===== config.mk =====
export PLATFORM = sky130hd
export DESIGN_NAME = nibble_feeder
export DESIGN_NICKNAME = d
export VERILOG_FILES = /design/src/rtl/nibble_feeder.sv
export SDC_FILE = /design/constraint.sdc
export NUM_CORES = 1
export LEC_CHECK = 0
export CELL_PAD_IN_SITES_DETAIL_PLACEMENT = 1
export CELL_PAD_IN_SITES_GLOBAL_PLACEMENT = 1
export CORE_ASPECT_RATIO = 0.7
export CORE_MARGIN = 1
export CORE_UTILIZATION = 34
export DETAILED_ROUTE_END_ITERATION = 12
export PLACE_DENSITY = 0.71
export SYNTH_ARGS = -nofsm -noshare
export SYNTH_HDL_FRONTEND = slang
export SYNTH_SLANG_ARGS = --single-unit

===== constraint.sdc =====
create_clock -name clk -period 1.92 [get_ports clk]
set_clock_uncertainty 0.05 [all_clocks]
set_input_delay 0.192 -clock clk [delete_from_list [all_inputs] [get_ports clk]]
set_output_delay 0.192 -clock clk [all_outputs]
set_load 0.01 [all_outputs]

===== src/rtl/nibble_feeder.sv =====
// nibble_feeder: splits accepted bytes into two nibbles, one per cycle, and
// drives the data/enable inputs of a downstream 4-bit enabled register.
// A downstream hold freezes delivery; a wrapping count of completed bytes is kept.
// Optional build macro: NIBBLE_LSB_FIRST_EN swaps the nibble order (low first).
module nibble_feeder #(
    parameter int CNT_W = 8
) (
    input  logic             clk,
    input  logic             reset,
    input  logic [7:0]       byte_in,
    input  logic             byte_valid,
    output logic             byte_ready,
    input  logic             hold,
    output logic [3:0]       d4,
    output logic             enable,
    output logic             nib_hi,
    output logic             byte_done,
    output logic [CNT_W-1:0] byte_count
);

    typedef enum logic [1:0] {
        S_IDLE   = 2'd0,
        S_FIRST  = 2'd1,
        S_SECOND = 2'd2
    } state_t;

    state_t           state_q, state_d;
    logic [7:0]       byte_q, byte_d;
    logic [CNT_W-1:0] count_q, count_d;
    logic             done_q, done_d;

    logic             accept;
    logic             leave_second;
    logic [3:0]       first_nib;
    logic [3:0]       second_nib;

`ifdef NIBBLE_LSB_FIRST_EN
    assign first_nib  = byte_q[3:0];
    assign second_nib = byte_q[7:4];
`else
    assign first_nib  = byte_q[7:4];
    assign second_nib = byte_q[3:0];
`endif

    // A byte is taken whenever upstream offers and we are ready.
    assign accept       = byte_valid && byte_ready;
    // The second nibble is consumed on any non-held edge in SECOND.
    assign leave_second = (state_q == S_SECOND) && !hold;

    // State register: asynchronous active-low reset.
    always_ff @(posedge clk or negedge reset) begin
        if (!reset) begin
            state_q <= S_IDLE;
        end else begin
            state_q <= state_d;
        end
    end

    // Next-state logic: hold freezes FIRST/SECOND, but IDLE may still accept.
    always_comb begin
        state_d = state_q;
        case (state_q)
            S_IDLE: begin
                if (accept) state_d = S_FIRST;
            end
            S_FIRST: begin
                if (!hold) state_d = S_SECOND;
            end
            S_SECOND: begin
                if (!hold) state_d = accept ? S_FIRST : S_IDLE;
            end
            default: state_d = S_IDLE;
        endcase
    end

    // Output logic: ready also depends on hold in SECOND and is masked in reset.
    always_comb begin
        byte_ready = 1'b0;
        enable     = 1'b0;
        nib_hi     = 1'b0;
        d4         = 4'h0;
        case (state_q)
            S_IDLE: begin
                byte_ready = reset;
            end
            S_FIRST: begin
                enable = !hold;
                nib_hi = 1'b1;
                d4     = first_nib;
            end
            S_SECOND: begin
                byte_ready = reset && !hold;
                enable     = !hold;
                d4         = second_nib;
            end
            default: begin
                byte_ready = 1'b0;
            end
        endcase
    end

    // Datapath next values: byte capture on accept, count and done on completion.
    always_comb begin
        byte_d  = accept ? byte_in : byte_q;
        count_d = leave_second ? (count_q + CNT_W'(1)) : count_q;
        done_d  = leave_second;
    end

    // Byte holder, completed-byte counter and done pulse registers.
    always_ff @(posedge clk or negedge reset) begin
        if (!reset) begin
            byte_q  <= 8'h00;
            count_q <= '0;
            done_q  <= 1'b0;
        end else begin
            byte_q  <= byte_d;
            count_q <= count_d;
            done_q  <= done_d;
        end
    end

    assign byte_done  = done_q;
    assign byte_count = count_q;

endmodule

==> results.cfg, run 1 <==
[run_status]
status = finished, final reports clean

[finish]
drive_above_1_share_pct = 28.2
fin_util_pct = 54.7
multiInputGateArea_sq_um = 463
fillers = 268
finalNetCount = 129
syn_to_final_growth_pct = 49.7
postLayoutCellArea_sq_um = 1380
diodes = 0
final-seq-area_sq_um = 475

[worst_setup_path]
crit_buf_inv = 3
r2r-start = state_q[1]
cp.arrival_ns = 1.63
worstRegToRegCells = 6
cpLargestDelayFamily = buffers and inverters
slowest_stage = dfrtp_1
cp.required_ns = 1.68
max_stage_delay_ns = 0.40
cp_num_cells = 6
criticalPathCategory = reg2out
r2r_slack_ns = 0.05
critPathMaxFanout = 6
crit-reg2reg-capture = byte_q[2]
endpoint_kind = primary output
path_common_cell = buf_4
cp-start-kind = flip-flop
crit_chain = buf_4, buf_4, ha_4, a22oi_1, nor2b_1, dlygate4sd2_1

[sta]
setup_viol_count_final = 0
rsz0062_at_grt = yes
hold_violations = 0
holdWs_ns = 0.349
fin_crit_sh_pct = 97.6
final_max_slew_viol_count = 0
maxSlewHeadroom_pct = 80.8
timing.fmax_ghz = 0.533
tightestPinTransition_ns = 0.287
fin_crit_ns = 1.87
fin_tns_setup_ns = 0

[power]
clkPwrFrac_pct = 15.3
power.switching_uw = 601
p_leak_uw = 0.000619
p_seq_share_pct = 36.6
comb_power_share_pct = 48.1
p_per_area_nw_per_um2 = 1300
intPower_uw = 1190
power.total_uw = 1790
ir_drop_uv = 656
switching_share_pct = 33.6

[synth]
yosys_warnings = 0
syn_area_per_cell_sq_um = 13.1
synthDistinctLibCells = 19
ys_seq_elements = 19
ys_seq_area_share_pct = 51.7
synth_nets = 88
synthCells = 70
synthesis.area_sq_um = 920

[global_route]
antenna_found_initial = 0
grt_max_degree = 13
grt_util_all_layers_pct = 16.5
overflow = 0
grt_pass1_wl_um = 3410
grt_pass1_vias = 693

[placed_design]
place.gp.congestion = 0.714
dp_hpwl_um = 1670
dpl_cell_area_sq_um = 1270
port_buffers = 27

[min_path]
hold_class = in2async

[detailed_routing]
first_pass_iters = 4
route.detailed.wl_per_inst_um = 14.9
postRouteAntennaNets = 0
vias = 699
drt_iter0_markers = 18
routed_wl_um = 2150
drc_errors = 0
via_per_inst = 4.85

[clock_network]
clkTransAtPathRegs_ns = 0.07
cts_max_path_buffers = 2
hold_buffers = 0
cts_tree = yes
cts-root-buf = clkbuf_8
numCtsBuffers = 3
cts.sinks = 19
htreeDepth = 1
clock_insertion_delay_worst_skew_ns = 0.25

[floorplan]
die_h_um = 45.5
ioPinCount = 28
core-area_sq_um = 2510
initial_utilization_pct = 36.6
num_rows = 15
dieArea_sq_um = 2920
die_w_um = 64.2

[job]
drv_cap = 0
[registers in the layout, summed over array words and instances, names as in the netlist]
register and cells:
byte_done 1, byte_count 8, state_q 2, byte_q 8
[cells in the mapped netlist]
master    count  area share [%]
ha_1          6             8.2
o32ai_1       1            0.95
and3_1        1            0.68
inv_1         2            0.82
a22oi_1       4             3.3
o21bai_4      1             2.0
o21a_1        2             1.6
nand4_1       3             2.0
nand2_1       4             1.6
xnor2_1       6             5.7
a21oi_1       1            0.54
dfrtp_1      19              52
mux2_2       10              12
and4b_2       1             1.2
nor2b_1       4             2.7
xor2_1        1            0.95
buf_6         1             1.2
and2b_1       2             1.6
o21bai_1      1            0.82
[logic make-up (layout without fill, tap and decap cells)]
| kind of cell | count (synthesis) | in the layout | synth area share, % |
|---|---|---|---|
| flip-flops | 19 | 19 | 51.7 |
| AND/OR/NAND/NOR | 15 | 15 | 9.93 |
| AO/OA/AOI/OAI | 10 | 10 | 9.25 |
| multiplexers | 10 | 10 | 12.2 |
| XOR/XNOR | 7 | 7 | 6.67 |
| adder cells (fa/ha/maj) | 6 | 6 | 8.16 |
| buffers and inverters | 3 | 43 | 2.04 |
[placed cells by master, fill, tap and decap left out, types with 2 or more instances in the layout]
cell / n
a22oi_1: 4
and2b_1: 2
buf_4: 10
clkbuf_8: 3
clkdlybuf4s50_1: 21
dfrtp_1: 19
dlygate4sd2_1: 5
ha_1: 3
ha_4: 3
inv_2: 2
mux2_2: 10
nand2_1: 4
nand4_1: 3
nor2b_1: 4
o21a_1: 2
xnor2_1: 6
[power by group through the flow]
stage / sequential, uW / clock [uW] / combinational, uW
final: 655 / 274 / 862
after global placement: 654 / 0 / 769
after detailed placement: 662 / 0 / 784
after floorplan: 651 / 0 / 420
after CTS: 655 / 290 / 852
after global routing: 675 / 306 / 945
[per-layer routing]
layer	global-route usage, %	routed length (um)
met5	0	0
met4	4.00	10
met3	6.00	98
met2	25.1	1010
met1	22.5	1030
[layout make-up]
cell class                 instances  area share [%]
multi-input combinational         48            33.6
inverter                           2           0.545
timing repair buffer              37            24.8
clock inverter                     1           0.364
sequential                        19            34.5
clock buffer                       3            3.00
tap                               34            3.09
[timing repair]
action                     in CTS  in global routing
pin swaps                       0                  0
buffers inserted                2                  1
gates resized for setup        12                  1
setup endpoints to repair       7                  7
[through the flow]
step	worst slack, ns	std cells
6_report	0.0453	144
3_3_place_gp	0.0640	137
4_1_cts	0.0279	143
3_5_place_dp	0.0656	137
5_1_grt	-0.0115	144
2_1_floorplan	0.183	70
[how the worst max path moves through the flow]
stage                     from   endpoint  slack, ns
floorplan           state_q[0]  byte_q[0]       0.18
global placement          hold  byte_q[4]       0.06
detailed placement        hold  byte_q[2]       0.07
CTS                 state_q[1]     enable       0.03
global route        state_q[1]  byte_q[2]      -0.01
finish              state_q[0]      d4[2]       0.05
Note: power is estimated with default switching activity, not from simulation.
==> inputs of run 2 (changes only) <==
--- a/config.mk
+++ b/config.mk
@@ -11,6 +11,8 @@
 export CORE_MARGIN = 1
 export CORE_UTILIZATION = 34
 export DETAILED_ROUTE_END_ITERATION = 12
+export GPL_TIMING_DRIVEN = 1
+export HOLD_SLACK_MARGIN = 0.05
 export PLACE_DENSITY = 0.71
 export SYNTH_ARGS = -nofsm -noshare
 export SYNTH_HDL_FRONTEND = slang
==> results of run 2 <==
No change in the layout: final DEF, timing and power equal those of run 1.
